==> src/rtl/lcd_pkg.sv <==
// Shared types and constants for the LCD1602 bus arbiter.
// Optional power-up init sequence is enabled by defining LCD_ARB_INIT_EN.
package lcd_pkg;

    // Arbiter / sequencer states
    typedef enum logic [2:0] {
        PWRUP,
        INIT,
        IDLE,
        SETUP,
        STROBE,
        CLRWAIT
    } lcd_state_e;

    // Strobe timer phases
    typedef enum logic [1:0] {
        PH_OFF,
        PH_LOW,
        PH_HIGH,
        PH_WAIT
    } lcd_phase_e;

    // Default timing, in clk cycles
    localparam int LCD_T_HALF_DEF  = 50000;
    localparam int LCD_T_PWRUP_DEF = 750000;
    localparam int LCD_T_CLR_DEF   = 100000;

    // Power-up init commands, issued in this order
    localparam logic [7:0] INIT_CMD_FUNC  = 8'h38;  // 8-bit bus, 2 lines, 5x8 font
    localparam logic [7:0] INIT_CMD_OFF   = 8'h08;  // display off
    localparam logic [7:0] INIT_CMD_CLR   = 8'h01;  // clear display
    localparam logic [7:0] INIT_CMD_ENTRY = 8'h06;  // increment, no shift
    localparam logic [7:0] INIT_CMD_ON    = 8'h0C;  // display on, cursor off
    localparam int         INIT_LEN       = 5;

    // LCD command codes
    localparam logic [7:0] LCD_CMD_CLEAR = 8'h01;
    localparam logic [7:0] LCD_CMD_HOME  = 8'h02;
    localparam logic [7:0] LCD_CMD_LINE1 = 8'h80;
    localparam logic [7:0] LCD_CMD_LINE2 = 8'hC0;

endpackage

==> src/rtl/lcd_bus_arbiter_if.sv <==
// Requester-side handshake bundle for the LCD bus arbiter (two requesters).
interface lcd_bus_arbiter_if;
    logic [1:0]      req_valid;
    logic [1:0]      req_rs;
    logic [1:0][7:0] req_data;
    logic [1:0]      req_lock;
    logic [1:0]      req_ready;

    modport master (output req_valid, output req_rs, output req_data,
                    output req_lock, input req_ready);
    modport slave  (input req_valid, input req_rs, input req_data,
                    input req_lock, output req_ready);
endinterface

==> src/rtl/lcd_strobe_timer.sv <==
// Phase counter and lcd_en generator: T_HALF cycles low, T_HALF cycles high,
// then optionally a T_CLR-cycle wait for slow clear/home commands.
module lcd_strobe_timer
    import lcd_pkg::*;
#(
    parameter int T_HALF = LCD_T_HALF_DEF,
    parameter int T_CLR  = LCD_T_CLR_DEF
)(
    input  logic clk,
    input  logic rst_n,
    input  logic start_i,
    input  logic clr_wait_i,
    output logic low_done_o,
    output logic high_done_o,
    output logic wait_done_o,
    output logic lcd_en_o
);
    localparam int CW = $clog2(((T_HALF > T_CLR) ? T_HALF : T_CLR) + 1);

    lcd_phase_e    phase_q;
    logic [CW-1:0] cnt_q;
    logic          en_q;

    // Each phase counts down to zero; the done flags mark its last cycle
    always_ff @(posedge clk or negedge rst_n) begin
        if (!rst_n) begin
            phase_q <= PH_OFF;
            cnt_q   <= '0;
            en_q    <= 1'b0;
        end else begin
            case (phase_q)
                PH_OFF: begin
                    if (start_i) begin
                        phase_q <= PH_LOW;
                        cnt_q   <= CW'(T_HALF - 1);
                    end
                end
                PH_LOW: begin
                    if (cnt_q == '0) begin
                        phase_q <= PH_HIGH;
                        cnt_q   <= CW'(T_HALF - 1);
                        en_q    <= 1'b1;
                    end else begin
                        cnt_q <= cnt_q - 1'b1;
                    end
                end
                PH_HIGH: begin
                    if (cnt_q == '0) begin
                        en_q <= 1'b0;
                        if (clr_wait_i) begin
                            phase_q <= PH_WAIT;
                            cnt_q   <= CW'(T_CLR - 1);
                        end else begin
                            phase_q <= PH_OFF;
                        end
                    end else begin
                        cnt_q <= cnt_q - 1'b1;
                    end
                end
                PH_WAIT: begin
                    if (cnt_q == '0) begin
                        phase_q <= PH_OFF;
                    end else begin
                        cnt_q <= cnt_q - 1'b1;
                    end
                end
                default: phase_q <= PH_OFF;
            endcase
        end
    end

    assign low_done_o  = (phase_q == PH_LOW)  && (cnt_q == '0);
    assign high_done_o = (phase_q == PH_HIGH) && (cnt_q == '0);
    assign wait_done_o = (phase_q == PH_WAIT) && (cnt_q == '0);
    assign lcd_en_o    = en_q;
endmodule

==> src/rtl/lcd_bus_arbiter.sv <==
// Two-requester arbiter driving a shared LCD1602 8-bit bus.
// Round-robin grant with optional lock; define LCD_ARB_INIT_EN to run the
// power-up init command sequence, otherwise the bus is ready after PWRUP.
module lcd_bus_arbiter
    import lcd_pkg::*;
#(
    parameter int T_HALF  = LCD_T_HALF_DEF,
    parameter int T_PWRUP = LCD_T_PWRUP_DEF,
    parameter int T_CLR   = LCD_T_CLR_DEF
)(
    input  logic               clk,
    input  logic               rst_n,
    lcd_bus_arbiter_if.slave   bus,
    output logic               lcd_rs,
    output logic               lcd_en,
    output logic               lcd_rw,
    output logic [7:0]         lcd_data,
    output logic               init_done,
    output logic               busy
);
    localparam int PW = (T_PWRUP > 1) ? $clog2(T_PWRUP) : 1;

    lcd_state_e    state_q;
    logic [PW-1:0] pwr_cnt_q;
    logic          init_done_q, busy_q, rs_q, last_q, lock_vld_q, lock_id_q;
    logic [7:0]    data_q;
    logic          grant_vld, grant_id;
    logic          clr_wait, init_issue, xfer_end;
    logic          low_done, high_done, wait_done;

`ifdef LCD_ARB_INIT_EN
    logic [2:0] init_idx_q;

    function automatic logic [7:0] init_cmd(input logic [2:0] idx);
        case (idx)
            3'd0:    return INIT_CMD_FUNC;
            3'd1:    return INIT_CMD_OFF;
            3'd2:    return INIT_CMD_CLR;
            3'd3:    return INIT_CMD_ENTRY;
            default: return INIT_CMD_ON;
        endcase
    endfunction

    assign init_issue = (state_q == INIT);
`else
    assign init_issue = 1'b0;
`endif

    // Grant selection: locked owner first, then round-robin, then lone requester
    always_comb begin
        grant_vld = 1'b0;
        grant_id  = 1'b0;
        if (state_q == IDLE && init_done_q) begin
            if (lock_vld_q) begin
                grant_id  = lock_id_q;
                grant_vld = bus.req_valid[lock_id_q];
            end else if (&bus.req_valid) begin
                grant_id  = ~last_q;
                grant_vld = 1'b1;
            end else if (bus.req_valid[0]) begin
                grant_id  = 1'b0;
                grant_vld = 1'b1;
            end else if (bus.req_valid[1]) begin
                grant_id  = 1'b1;
                grant_vld = 1'b1;
            end
        end
    end

    assign bus.req_ready = {grant_vld & grant_id, grant_vld & ~grant_id};
    assign clr_wait = !rs_q && (data_q == LCD_CMD_CLEAR || data_q == LCD_CMD_HOME);
    assign xfer_end = (state_q == STROBE  && high_done && !clr_wait) ||
                      (state_q == CLRWAIT && wait_done);

    lcd_strobe_timer #(.T_HALF(T_HALF), .T_CLR(T_CLR)) u_timer (
        .clk         (clk),
        .rst_n       (rst_n),
        .start_i     (grant_vld | init_issue),
        .clr_wait_i  (clr_wait),
        .low_done_o  (low_done),
        .high_done_o (high_done),
        .wait_done_o (wait_done),
        .lcd_en_o    (lcd_en)
    );

    // Sequencer: power-up wait, init commands, accept/transfer, clear wait
    always_ff @(posedge clk or negedge rst_n) begin
        if (!rst_n) begin
            state_q     <= PWRUP;
            pwr_cnt_q   <= '0;
            init_done_q <= 1'b0;
            busy_q      <= 1'b1;
            rs_q        <= 1'b0;
            data_q      <= 8'h00;
            last_q      <= 1'b1;
            lock_vld_q  <= 1'b0;
            lock_id_q   <= 1'b0;
`ifdef LCD_ARB_INIT_EN
            init_idx_q  <= '0;
`endif
        end else begin
            case (state_q)
                PWRUP: begin
                    if (pwr_cnt_q == PW'(T_PWRUP - 1)) begin
`ifdef LCD_ARB_INIT_EN
                        state_q <= INIT;
`else
                        state_q     <= IDLE;
                        init_done_q <= 1'b1;
                        busy_q      <= 1'b0;
`endif
                    end else begin
                        pwr_cnt_q <= pwr_cnt_q + 1'b1;
                    end
                end
                INIT: begin
`ifdef LCD_ARB_INIT_EN
                    rs_q    <= 1'b0;
                    data_q  <= init_cmd(init_idx_q);
                    state_q <= SETUP;
`else
                    state_q     <= IDLE;
                    init_done_q <= 1'b1;
                    busy_q      <= 1'b0;
`endif
                end
                IDLE: begin
                    if (grant_vld) begin
                        rs_q    <= bus.req_rs[grant_id];
                        data_q  <= bus.req_data[grant_id];
                        last_q  <= grant_id;
                        busy_q  <= 1'b1;
                        state_q <= SETUP;
                        if (bus.req_lock[grant_id]) begin
                            lock_vld_q <= 1'b1;
                            lock_id_q  <= grant_id;
                        end else if (lock_vld_q && lock_id_q == grant_id) begin
                            lock_vld_q <= 1'b0;
                        end
                    end else begin
                        busy_q <= !init_done_q;
                    end
                end
                SETUP: begin
                    if (low_done) state_q <= STROBE;
                end
                STROBE: begin
                    if (high_done && clr_wait) state_q <= CLRWAIT;
                end
                CLRWAIT: begin
                    state_q <= CLRWAIT;
                end
                default: state_q <= PWRUP;
            endcase

            // A finished transfer returns to IDLE, or moves to the next init command
            if (xfer_end) begin
                if (init_done_q) begin
                    state_q <= IDLE;
                    busy_q  <= 1'b0;
                end else begin
`ifdef LCD_ARB_INIT_EN
                    if (init_idx_q == 3'(INIT_LEN - 1)) begin
                        state_q     <= IDLE;
                        init_done_q <= 1'b1;
                        busy_q      <= 1'b0;
                    end else begin
                        init_idx_q <= init_idx_q + 1'b1;
                        state_q    <= INIT;
                    end
`else
                    state_q     <= IDLE;
                    init_done_q <= 1'b1;
                    busy_q      <= 1'b0;
`endif
                end
            end
        end
    end

    assign lcd_rs    = rs_q;
    assign lcd_data  = data_q;
    assign lcd_rw    = 1'b0;
    assign init_done = init_done_q;
    assign busy      = busy_q;
endmodule

==> src/flat_wrapper.sv <==
// flat-port wrapper written by rule: the top's interface ports become plain ports
module lcd_bus_arbiter_flat import lcd_pkg::*;
#(
    parameter int T_HALF  = LCD_T_HALF_DEF,
    parameter int T_PWRUP = LCD_T_PWRUP_DEF,
    parameter int T_CLR   = LCD_T_CLR_DEF
)
  (clk, rst_n, lcd_rs, lcd_en, lcd_rw, lcd_data, init_done, busy, bus_req_valid, bus_req_rs, bus_req_data, bus_req_lock, bus_req_ready);
  lcd_bus_arbiter_if bus_i ();
  input  logic clk;
  input  logic rst_n;
  output logic lcd_rs;
  output logic lcd_en;
  output logic lcd_rw;
  output logic [7:0] lcd_data;
  output logic init_done;
  output logic busy;
  input wire logic [$bits(bus_i.req_valid)-1:0] bus_req_valid;
  input wire logic [$bits(bus_i.req_rs)-1:0] bus_req_rs;
  input wire logic [$bits(bus_i.req_data)-1:0] bus_req_data;
  input wire logic [$bits(bus_i.req_lock)-1:0] bus_req_lock;
  output wire logic [$bits(bus_i.req_ready)-1:0] bus_req_ready;
  assign bus_i.req_valid = bus_req_valid;
  assign bus_i.req_rs = bus_req_rs;
  assign bus_i.req_data = bus_req_data;
  assign bus_i.req_lock = bus_req_lock;
  assign bus_req_ready = bus_i.req_ready;
  lcd_bus_arbiter #(.T_HALF(T_HALF), .T_PWRUP(T_PWRUP), .T_CLR(T_CLR)) u_core (.clk(clk), .rst_n(rst_n), .bus(bus_i), .lcd_rs(lcd_rs), .lcd_en(lcd_en), .lcd_rw(lcd_rw), .lcd_data(lcd_data), .init_done(init_done), .busy(busy));
endmodule
==> config.mk <==
export PLATFORM = sky130hd
export DESIGN_NAME = lcd_bus_arbiter_flat
export DESIGN_NICKNAME = d
export VERILOG_FILES = /design/src/rtl/lcd_pkg.sv /design/src/rtl/lcd_bus_arbiter_if.sv /design/src/rtl/lcd_strobe_timer.sv /design/src/rtl/lcd_bus_arbiter.sv /design/src/flat_wrapper.sv
export SDC_FILE = /design/constraint.sdc
export NUM_CORES = 1
export LEC_CHECK = 0
export CORE_MARGIN = 1
export CORE_UTILIZATION = 55
export DETAILED_ROUTE_END_ITERATION = 7
export PLACE_DENSITY = 0.76
export SYNTH_ARGS = -nofsm -noshare
export SYNTH_HDL_FRONTEND = slang
export SYNTH_HIERARCHICAL = 1
export SYNTH_SLANG_ARGS = --single-unit
export TNS_END_PERCENT = 20
==> constraint.sdc <==
create_clock -name clk -period 3.5 [get_ports clk]
set_input_delay 0.35 -clock clk [delete_from_list [all_inputs] [get_ports clk]]
set_output_delay 0.35 -clock clk [all_outputs]
set_load 0.01 [all_outputs]
==> run_results.csv <==
group,metric,value,unit
detailed_routing,via_per_inst,5.815,
sta,slew_headroom,45.36,%
clocking,cts_resized,0,
global_route,grt_max_degree,39,
detailed_routing,vias,2582,
finish,layout_commonest_cell,"dfrtp_1",
worst_setup_path,reg2reg_to,"u_core/state_q[1]$_DFFE_PN0P_",
sta,finalSetupTns,0,ns
sta,slew_violations,0,
yosys,synth.distinct_cells,60,
yosys,synth_top_area_cell,"dfrtp_1",
finish,n_antenna_cell,0,
worst_setup_path,worstSetupStartpointType,"register",
worst_setup_path,cpMaxStageDelayCell,"nor4b_1",
yosys,netlist_area,3124,um2
finish,num-nets-final,393,
clocking,root_buffer,"clkbuf_8",
placed_design,place_congestion,0.8682,
placed_design,postPlaceCellArea,3553,um2
worst_setup_path,required,3.78,ns
floorplan,coreArea,5507,um2
yosys,synth_edf_count,0,
global_route,antenna_found_initial,0,
yosys,ys_seq_area_share,45.73,%
floorplan,io_pins,39,
yosys,synth_area_leaders,"dfrtp_1, xnor2_1, o21ai_0, nand2_1, mux2i_1",
finish,fillCellCount,443,
detailed_routing,drt_iter0_markers,202,
yosys,synth_nets,353,
yosys,yosys_warnings,6,
clocking,clock_path_buffers,2,
clocking,clkLatencyLatePin,0.34,ns
floorplan,start_util,56.74,%
floorplan,dieWidth,77.37,um
global_route,grt_pass1_wl,11610,um
clocking,cts_tree,"yes",
floorplan,die_h,77.37,um
detailed_routing,drc,0,
sta,fmax,0.3344,GHz
placed_design,post-place-ws,0.5840,ns
finish,syn_to_final_growth,21.83,%
clocking,cts_hold_buffers,0,
power_and_ir_drop,leakagePower,0.001605,uW
flow_run,cap_viol_max_count,0,
detailed_routing,drt-total-wl,6758,um
sta,period_minus_slack,2.990,ns
yosys,synth.top_cell.area_share,44.05,%
yosys,synthCells,327,
worst_setup_path,crit_type,"reg2reg",
worst_setup_path,crit_chain,"inv_1 -> ha_1 -> nor4b_1 -> nand4_1 -> or2_1 -> nor3b_1 -> or4bb_4 -> a21oi_2 -> a31o_1",
yosys,syn_avg_cell_area,9.554,um2
clocking,cts_inserted_buffers,9,
sta,worstMarginPinSlew,0.8197,ns
worst_setup_path,crit_fanout,5,
sta,hold_viol_final,0,
detailed_routing,ant_nets,0,
worst_setup_path,cp-end-kind,"register",
floorplan,placementRows,27,
worst_setup_path,cp_slowest_stage_delay,0.64,ns
clocking,clkSinkCount,57,
power_and_ir_drop,ir_worst_vdd,0.0004530,V
global_route,grt_pass1_vias,2478,
status,status,"completed",
global_route,grt.total_usage,25.23,%
yosys,ys_seq_elements,57,
power_and_ir_drop,powerDensity,581.2,nW/um2
placed_design,io_buffers,37,
yosys,async_reset_ff_share,100.0,%
sta,finalSetupViolCount,0,
worst_setup_path,r2r_slack,0.51,ns
hold_path,hp-class,"in2async",
sta,rsz0062_at_grt,"false",
global_route,overflow,0,
finish,final_area,3806,um2
sta,fin_crit_sh,85.43,%
clocking,post_cts_buffers,0,
finish,drive_gt1_share,10.22,%
worst_setup_path,rr_startpoint,"u_core/u_timer/cnt_q[0]$_DFFE_PN0P_",
finish,final_cell_mix,"dfrtp_1, clkdlybuf4s50_1, nand2_1",
floorplan,die-area,5986,um2
sta,worst_clock_skew,0.01125,ns
detailed_routing,wl_per_cell,15.22,um
sta,post-route-worst-setup-slack,0.5098,ns
worst_setup_path,r2r_cells,9,
worst_setup_path,cp.arrival,3.27,ns
placed_design,dp_hpwl,4809,um
detailed_routing,first_pass_iters,4,
yosys,ys.flop_type,"dfrtp_1",
clocking,clkSlewWorstSetupHoldPaths,0.07,ns
clocking,cts_max_level,3,
[flip-flops by register name, indices dropped and copies added, names as in the netlist]
register and count:
u_core/lock_id_q 1, u_core/lcd_rs 1, u_core/u_timer/cnt_q 17, u_core/pwr_cnt_q 20, u_core/state_q 3, u_core/busy 1
u_core/last_q 1, u_core/lock_vld_q 1, u_core/u_timer/lcd_en_o 1, u_core/init_done 1, u_core/lcd_data 8, u_core/u_timer/phase_q 2
[cell families after synthesis]
| group | Yosys count | synth area share (%) |
|---|---|---|
| buffers and inverters | 19 | 2.643 |
| adders and majority gates | 2 | 0.8008 |
| AOI/OAI and AO/OA | 72 | 14.94 |
| other | 1 | 0.1200 |
| muxes | 12 | 3.885 |
| xor gates and xnor gates | 23 | 6.448 |
| and+or+nand+nor | 141 | 25.43 |
| DFF | 57 | 45.73 |
[worst max-delay path: cells and delay by family, from the launching register on]
family                   cells  cell delay, ns
adder cells (fa/ha/maj)      1            0.19
AO/OA/AOI/OAI                2            0.28
buffers and inverters        1            0.07
AND/OR/NAND/NOR              5            1.96
flip-flops                   1            0.42
[metal layers]
metal | routed length (um) | track usage, % | vias to the layer above
met1 | 3180 | 33.20 | 1232
met2 | 3106 | 39.03 | 73
li1 | - | - | 1269
met4 | 94 | 11.32 | 0
met5 | 0 | 0 | -
met3 | 376 | 6.706 | 8
[metrics by stage]
stage	hold slack, ns	total power, uW	utilization [%]	instances
after global placement	0.4641	1441	64.53	428
after global routing	0.1585	2340	69.12	444
after detailed placement	0.4721	1455	64.53	428
after floorplan	0.05441	1218	-	327
final	0.09509	2212	69.12	444
after CTS	0.1236	2233	69.12	444
[synth_stat cells, types with 3 or more instances]
library cell / count
a21boi_0: 3
a21oi_1: 10
a31oi_1: 4
and3_1: 8
buf_2: 3
clkbuf_1: 7
dfrtp_1: 55
inv_1: 7
mux2i_1: 11
nand2_1: 36
nand2b_1: 4
nand3_1: 13
nand4_1: 7
nor2_1: 24
nor3_1: 6
nor3b_1: 4
nor4_1: 8
nor4b_1: 3
o21ai_0: 29
o2bb2ai_1: 4
or3_1: 6
or4_4: 3
xnor2_1: 18
xor2_1: 5
[area by class of cell]
cell class,instances,area [um2],share of cell area (%)
clock inverters,6,115.1,3.024
inverters,7,26.28,0.6903
well taps,72,90.09,2.367
flip-flops and latches,57,1429,37.54
multi-input cells,251,1613,42.37
repair buffers,41,395.4,10.39
clock buffers,10,137.6,3.616
[report_power, final]
group / switching, uW / leakage (uW) / internal [uW]
combinational: 263 / 0.000773 / 301
sequential: 109 / 0.000709 / 772
clock: 274 / 0.000123 / 494
total: 645 / 0.00160 / 1570
[worst max path at each step]
stage,from,endpoint,slack [ns],cells past startpoint
detailed placement,u_core/u_timer/cnt_q[0]$_DFFE_PN0P_,u_core/state_q[1]$_DFFE_PN0P_,0.58,9
global placement,u_core/u_timer/cnt_q[0]$_DFFE_PN0P_,u_core/state_q[1]$_DFFE_PN0P_,0.76,9
floorplan,u_core/u_timer/cnt_q[0]$_DFFE_PN0P_,u_core/state_q[1]$_DFFE_PN0P_,0.96,9
CTS,u_core/u_timer/cnt_q[0]$_DFFE_PN0P_,u_core/state_q[1]$_DFFE_PN0P_,0.57,9
finish,u_core/u_timer/cnt_q[0]$_DFFE_PN0P_,u_core/state_q[1]$_DFFE_PN0P_,0.51,9
global route,u_core/u_timer/cnt_q[0]$_DFFE_PN0P_,u_core/state_q[2]$_DFFE_PN0P_,0.26,9
Note: power is estimated with default switching activity, not from simulation.
